`src/rtl/display_pkg.sv`:
```
// Shared types and constants for the mic-to-OLED display mode controller.
package display_pkg;

  localparam int MODE_W    = 2;
  localparam int SAMPLE_W  = 12;
  localparam int MIDSCALE  = 2048;
  localparam int LEVEL_W   = 4;
  localparam int GAIN_MAX  = 7;
  localparam int GAIN_W    = 3;
  localparam int MAG_W     = 11;
  localparam int SCALED_W  = 18;
  localparam int LED_W     = 16;
  localparam int NUM_BTN   = 5;

  // Button indices, highest action priority first.
  localparam int BTN_C = 0;
  localparam int BTN_R = 1;
  localparam int BTN_L = 2;
  localparam int BTN_U = 3;
  localparam int BTN_D = 4;

  typedef enum logic [MODE_W-1:0] {
    IDLE   = 2'd0,
    VOLUME = 2'd1,
    WAVE   = 2'd2,
    MENU   = 2'd3
  } mode_e;

  // Distance from midscale; the single 2048 case (sample 0) clamps to 2047.
  function automatic logic [MAG_W-1:0] sample_mag(input logic [SAMPLE_W-1:0] s);
    logic [SAMPLE_W-1:0] d;
    if (s >= SAMPLE_W'(MIDSCALE)) d = s - SAMPLE_W'(MIDSCALE);
    else                          d = SAMPLE_W'(MIDSCALE) - s;
    return d[SAMPLE_W-1] ? {MAG_W{1'b1}} : d[MAG_W-1:0];
  endfunction

endpackage

```
`src/rtl/btn_debounce.sv`:
```
// Push-button debouncer: accepts a level change after DEBOUNCE_CYCLES stable
// cycles and emits a one-cycle press pulse on each accepted 0->1 change.
module btn_debounce #(
  parameter int DEBOUNCE_CYCLES = 500000
) (
  input  logic CLOCK,
  input  logic RESET,
  input  logic raw,
  output logic press
);

  localparam int CNT_W = $clog2(DEBOUNCE_CYCLES + 1);

  logic [CNT_W-1:0] cnt_q, cnt_d;
  logic             stable_q, stable_d;
  logic             stable_dly_q;
  logic             press_q;

  always_comb begin
    cnt_d    = '0;
    stable_d = stable_q;
    if (raw != stable_q) begin
      if (cnt_q == CNT_W'(DEBOUNCE_CYCLES - 1)) stable_d = ~stable_q;
      else                                      cnt_d    = cnt_q + 1'b1;
    end
  end

  // NOTE: non-blocking assignments so every flop samples pre-edge values,
  // which is what makes stable_dly_q lag stable_q by exactly one cycle.
  always_ff @(posedge CLOCK or posedge RESET) begin
    if (RESET) begin
      cnt_q        <= '0;
      stable_q     <= 1'b0;
      stable_dly_q <= 1'b0;
      press_q      <= 1'b0;
    end else begin
      cnt_q        <= cnt_d;
      stable_q     <= stable_d;
      stable_dly_q <= stable_q;
      press_q      <= stable_q & ~stable_dly_q;
    end
  end

  assign press = press_q;

endmodule

```
`src/rtl/display_mode_ctrl.sv`:
```
// Button-driven display mode FSM, mic peak/volume meter and OLED redraw
// handshake. Define DISPLAY_MODE_CTRL_PEAK_DECAY_EN for peak-hold level decay.
module display_mode_ctrl
  import display_pkg::*;
#(
  parameter int DEBOUNCE_CYCLES = 500000,
  parameter int PEAK_WINDOW     = 2000
) (
  input  logic                CLOCK,
  input  logic                RESET,
  input  logic                btn_c,
  input  logic                btn_u,
  input  logic                btn_d,
  input  logic                btn_l,
  input  logic                btn_r,
  input  logic                sample_valid,
  input  logic [SAMPLE_W-1:0] sample,
  input  logic                redraw_ack,
  output logic [MODE_W-1:0]   mode,
  output logic [GAIN_W-1:0]   gain,
  output logic [LEVEL_W-1:0]  vol_level,
  output logic [LED_W-1:0]    led_bar,
  output logic                redraw_req
);

  localparam int WIN_W = $clog2(PEAK_WINDOW + 1);
  localparam logic [LEVEL_W-1:0] LEVEL_MAX = {LEVEL_W{1'b1}};

  logic [NUM_BTN-1:0] raw_btn, press;
  assign raw_btn = {btn_d, btn_u, btn_l, btn_r, btn_c};

  for (genvar b = 0; b < NUM_BTN; b++) begin : g_btn
    btn_debounce #(.DEBOUNCE_CYCLES(DEBOUNCE_CYCLES)) u_deb (
      .CLOCK(CLOCK), .RESET(RESET), .raw(raw_btn[b]), .press(press[b])
    );
  end

  mode_e              mode_q, mode_d, saved_q, saved_d, mode_prev_q;
  logic [GAIN_W-1:0]  gain_q, gain_d;
  logic               req_q, req_d, mode_changed;
  logic [MAG_W-1:0]   peak_q, peak_d, mag, peak_max;
  logic [WIN_W-1:0]   win_q, win_d;
  logic [SCALED_W-1:0] scaled;
  logic [LEVEL_W-1:0] new_level, vol_q, vol_d;
  logic [LED_W-1:0]   led_q, led_d;

  always_ff @(posedge CLOCK or posedge RESET) begin
    if (RESET) begin
      mode_q  <= IDLE;
      saved_q <= IDLE;
      gain_q  <= '0;
    end else begin
      mode_q  <= mode_d;
      saved_q <= saved_d;
      gain_q  <= gain_d;
    end
  end

  // NOTE: every comb output gets a default first so no latch is inferred.
  always_comb begin
    mode_d  = mode_q;
    saved_d = saved_q;
    gain_d  = gain_q;
    if (press[BTN_C]) begin
      if (mode_q == MENU) begin
        mode_d = saved_q;
      end else begin
        saved_d = mode_q;
        mode_d  = MENU;
      end
    end else if (press[BTN_R]) begin
      if (mode_q != MENU) mode_d = (mode_q == WAVE) ? IDLE : mode_e'(mode_q + 2'd1);
    end else if (press[BTN_L]) begin
      if (mode_q != MENU) mode_d = (mode_q == IDLE) ? WAVE : mode_e'(mode_q - 2'd1);
    end else if (press[BTN_U]) begin
      if (mode_q == MENU && gain_q != GAIN_W'(GAIN_MAX)) gain_d = gain_q + 1'b1;
    end else if (press[BTN_D]) begin
      if (mode_q == MENU && gain_q != '0) gain_d = gain_q - 1'b1;
    end
  end

  always_comb begin
    mode       = mode_q;
    gain       = gain_q;
    vol_level  = vol_q;
    led_bar    = led_q;
    redraw_req = req_q;
  end

  // The cycle where mode_q first shows a new value raises the request next;
  // a fresh change outranks an ack seen in the same cycle.
  assign mode_changed = (mode_q != mode_prev_q);
  assign req_d        = mode_changed | (req_q & ~redraw_ack);

  always_comb begin
    mag       = sample_mag(sample);
    peak_max  = (mag > peak_q) ? mag : peak_q;
    scaled    = (SCALED_W'(peak_max) << gain_q) >> 7;
    new_level = (scaled > SCALED_W'(LEVEL_MAX)) ? LEVEL_MAX : scaled[LEVEL_W-1:0];
    peak_d    = peak_q;
    win_d     = win_q;
    vol_d     = vol_q;
    if (sample_valid) begin
      if (win_q == WIN_W'(PEAK_WINDOW - 1)) begin
        peak_d = '0;
        win_d  = '0;
`ifdef DISPLAY_MODE_CTRL_PEAK_DECAY_EN
        vol_d  = (new_level >= vol_q) ? new_level : vol_q - 1'b1;
`else
        vol_d  = new_level;
`endif
      end else begin
        peak_d = peak_max;
        win_d  = win_q + 1'b1;
      end
    end
    for (int i = 0; i < LED_W; i++) led_d[i] = (5'(i) < {1'b0, vol_d});
  end

  always_ff @(posedge CLOCK or posedge RESET) begin
    if (RESET) begin
      mode_prev_q <= IDLE;
      req_q       <= 1'b0;
      peak_q      <= '0;
      win_q       <= '0;
      vol_q       <= '0;
      led_q       <= '0;
    end else begin
      mode_prev_q <= mode_q;
      req_q       <= req_d;
      peak_q      <= peak_d;
      win_q       <= win_d;
      vol_q       <= vol_d;
      led_q       <= led_d;
    end
  end

endmodule

```
`config.mk`:
```
export PLATFORM = sky130hd
export DESIGN_NAME = display_mode_ctrl
export DESIGN_NICKNAME = d
export VERILOG_FILES = /design/src/rtl/display_pkg.sv /design/src/rtl/btn_debounce.sv /design/src/rtl/display_mode_ctrl.sv
export SDC_FILE = /design/constraint.sdc
export NUM_CORES = 1
export LEC_CHECK = 0
export ABC_CLOCK_PERIOD_IN_PS = 6800
export CORE_MARGIN = 2
export CORE_UTILIZATION = 30
export DETAILED_ROUTE_END_ITERATION = 8
export GPL_TIMING_DRIVEN = 0
export PLACE_DENSITY = 0.45
export RECOVER_POWER = 25
export SYNTH_ARGS = -nofsm -noshare
export SYNTH_HDL_FRONTEND = slang
export SYNTH_SLANG_ARGS = --single-unit
```
`constraint.sdc`:
```
create_clock -name CLOCK -period 6.8 [get_ports CLOCK]
set_input_delay 0.68 -clock CLOCK [delete_from_list [all_inputs] [get_ports CLOCK]]
set_output_delay 0.68 -clock CLOCK [all_outputs]
set_load 0.02 [all_outputs]
```
==> impl_metrics.env <==
export IMPL_yosysWarnings=0
export IMPL_firstDrtPassIters=4
export IMPL_ys_ff_latch=160
export IMPL_grtUsageTotal_pct=13.4
export IMPL_routabilityCongestion=0.782
export IMPL_grt_pass1_wl_um=31300
export IMPL_vias=6184
export IMPL_met3_usage_pct=3.27
export IMPL_insertion_delay_ns=0.42
export IMPL_coreArea_um2=27600
export IMPL_dpl_hpwl_um=12700
export IMPL_yosys_top_cells_count="dfrtp_1 (160), nor2_1 (137), nand3_1 (62)"
export IMPL_status="complete, but fails checks"
export IMPL_synth_most_common_cell="dfrtp_1"
export IMPL_hold_violations=0
export IMPL_ios=47
export IMPL_diodes=0
export IMPL_layout_drive_gt1_share_pct=7.49
export IMPL_syn_mean_instance_area_um2=9.78
export IMPL_crit_fanout=10
export IMPL_required_ns=7.08
export IMPL_setup_viol=0
export IMPL_hold_class="flip-flop to flip-flop"
export IMPL_grt_start_max_net_pins=88
export IMPL_wl_per_cell_um=14.0
export IMPL_postCtsHoldBufs=0
export IMPL_leakagePower_nw=4.16
export IMPL_cts_tree="built"
export IMPL_finish_instance_area_um2=9920
export IMPL_synth_cell_types=70
export IMPL_min_period_over_period_pct=83.0
export IMPL_drc=0
export IMPL_synth_area_um2=8390
export IMPL_use_met1_pct=18.8
export IMPL_violations="max-capacitance violations, max-slew violations"
export IMPL_synth_cells=858
export IMPL_antenna_found_initial=0
export IMPL_clock_fmax_mhz=177
export IMPL_yosys_area_top_type="dfrtp_1"
export IMPL_criticalPathCategory="primary input to flip-flop"
export IMPL_fp_dieH_um=171
export IMPL_overflow=0
export IMPL_cts_setup_buffers=0
export IMPL_worstPathArrival_ns=5.93
export IMPL_htreeDepth=4
export IMPL_clk_pin_slew_ns=0.06
export IMPL_final_cells=1312
export IMPL_synth_edf_count=0
export IMPL_clockBufferDepth=2
export IMPL_synth_top_cell_area_share_pct=47.7
export IMPL_whs_ns=0.393
export IMPL_worst_setup_path_end_kind="flip-flop"
export IMPL_top_usage_layer="met2"
export IMPL_async_reset_ff_share_pct=100
export IMPL_via_per_inst=4.71
export IMPL_dp_cells=1280
export IMPL_start_util_pct=30.4
export IMPL_fin_skew_ns=0.00698
export IMPL_seq_area_frac_synth_pct=47.7
export IMPL_tightestPinTransition_ns=3.43
export IMPL_min_period_ns=5.65
export IMPL_synth_area_leaders="dfrtp_1 (48%), nor2_1 (6.1%), xor2_1 (5.6%)"
export IMPL_clock_sinks=160
export IMPL_slew_violations=74
export IMPL_routed_wl_um=18400
export IMPL_place_area_um2=9330
export IMPL_cts_resized=0
export IMPL_critPathLaunchType="primary input"
export IMPL_maxCapViolCount=1
export IMPL_rsz0062_at_grt="no"
export IMPL_power_density_nw_per_um2=254
export IMPL_fp_row_count=61
export IMPL_synth_fp_nets=902
export IMPL_synth_flop_cell="dfrtp_1"
export IMPL_root_buffer="clkbuf_16"
export IMPL_cts_buffers=17
export IMPL_io_buffers=43
export IMPL_slew_headroom_pct=-130
export IMPL_nNetsFinal=965
export IMPL_met2_usage_pct=20.4
export IMPL_die_w_um=171
export IMPL_grt_pass1_vias=6006
export IMPL_peakVddDrop_v=0.000181
export IMPL_drtIter0Drc=371
export IMPL_fillCellCount=2872
export IMPL_syn2layout_area_growth_pct=18.3
export IMPL_antenna_left=0
export IMPL_die_area_um2=29300
[layout make-up]
cell class	count	area [µm²]	area share (%)
Clock inverter	11	129	1.30
Tap cell	378	473	4.77
Inverter	44	166	1.68
Timing Repair Buffer	44	458	4.62
Buffer	26	115	1.16
Clock buffer	21	470	4.74
Multi-Input combinational cell	628	4110	41.4
Sequential cell	160	4000	40.4
[registers in the layout, summed over array words and instances, names as in the netlist]
| register | count |
|---|---|
| win_q | 11 |
| g_btn.u_deb.stable_q | 5 |
| gain | 3 |
| vol_level | 3 |
| g_btn.u_deb.stable_dly_q | 5 |
| g_btn.u_deb.press | 5 |
| peak_q | 11 |
| mode_prev_q | 2 |
| mode | 2 |
| redraw_req | 1 |
| g_btn.u_deb.cnt_q | 95 |
| saved_q | 2 |
| led_bar | 15 |
[per-layer routing]
metal	vias to the layer above	share of wire, %
li1	3133	-
met1	2964	50
met2	69	45
met3	18	3.7
met4	0	1.2
met5	-	0
[worst max-delay path, stage by stage]
cell	delay (ns)
clkdlybuf4s50_1	0.54
nor4_4	0.59
a31oi_1	0.15
mux2i_1	0.57
ha_1	0.26
nand4_1	0.18
a211oi_1	0.51
a211oi_2	0.21
a2111oi_0	0.89
a21oi_1	0.17
nor3_2	0.30
a31oi_4	0.18
o31ai_1	0.55
a21oi_1	0.14
[logic make-up after synthesis]
logic type      Yosys count  synth area share [%]
flops                   160                  47.7
other cells               1                0.0447
buf+inv                  70                  3.34
simple gates            364                  21.0
xor+xnor                 95                  9.92
compound gates          123                  10.6
mux                      22                  3.77
fa+ha+maj                23                  3.52
[where the power goes]
part,internal (mW),total (mW),switching (mW)
clock network,0.573,0.981,0.408
logic,0.194,0.475,0.280
registers,1.00,1.07,0.0620
total,1.77,2.52,0.750
[final timing paths]
kind,start,end,slack [ns],cells after the start
worst max register to register,peak_q[10],led_bar[10],2.69,11
worst max-delay path,sample[2],led_bar[10],1.15,14
min in group asynchronous,RESET,g_btn[2].u_deb.cnt_q[15],1.72,2
max in group asynchronous,RESET,g_btn[4].u_deb.cnt_q[12],3.56,2
worst min-delay path,g_btn[1].u_deb.stable_dly_q,g_btn[1].u_deb.press,0.39,1
worst min register to register,g_btn[1].u_deb.stable_dly_q,g_btn[1].u_deb.press,0.39,1
[placed cells by master, fill, tap and decap left out, types with 7 or more instances in the layout]
cell type	count
dfrtp_1	160
nor2_1	137
nand3_1	62
xor2_1	54
nand2_1	53
clkdlybuf4s50_1	42
inv_1	41
xnor2_1	41
o21ai_0	29
a21oi_1	23
ha_1	22
clkbuf_1	21
nor3_1	19
clkbuf_16	17
or3_1	16
and3_1	14
nand4_1	12
nor2b_1	10
nor4_1	9
a22o_1	9
o31ai_1	8
mux2i_1	8
mux4_2	7
mux2_2	7
[through the flow]
stage / util [%] / total power [mW] / worst slack [ns] / setup TNS, ns
CTS: 35.9 / 2.56 / 1.16 / 0
floorplan: - / 1.42 / 1.80 / 0
global route: 35.9 / 2.66 / 0.685 / 0
finish: 35.9 / 2.52 / 1.15 / 0
global placement: 33.6 / 1.55 / -0.822 / -128.63
detailed placement: 33.8 / 1.56 / 0.724 / 0
No activity file was read; power rests on OpenSTA's default activity.
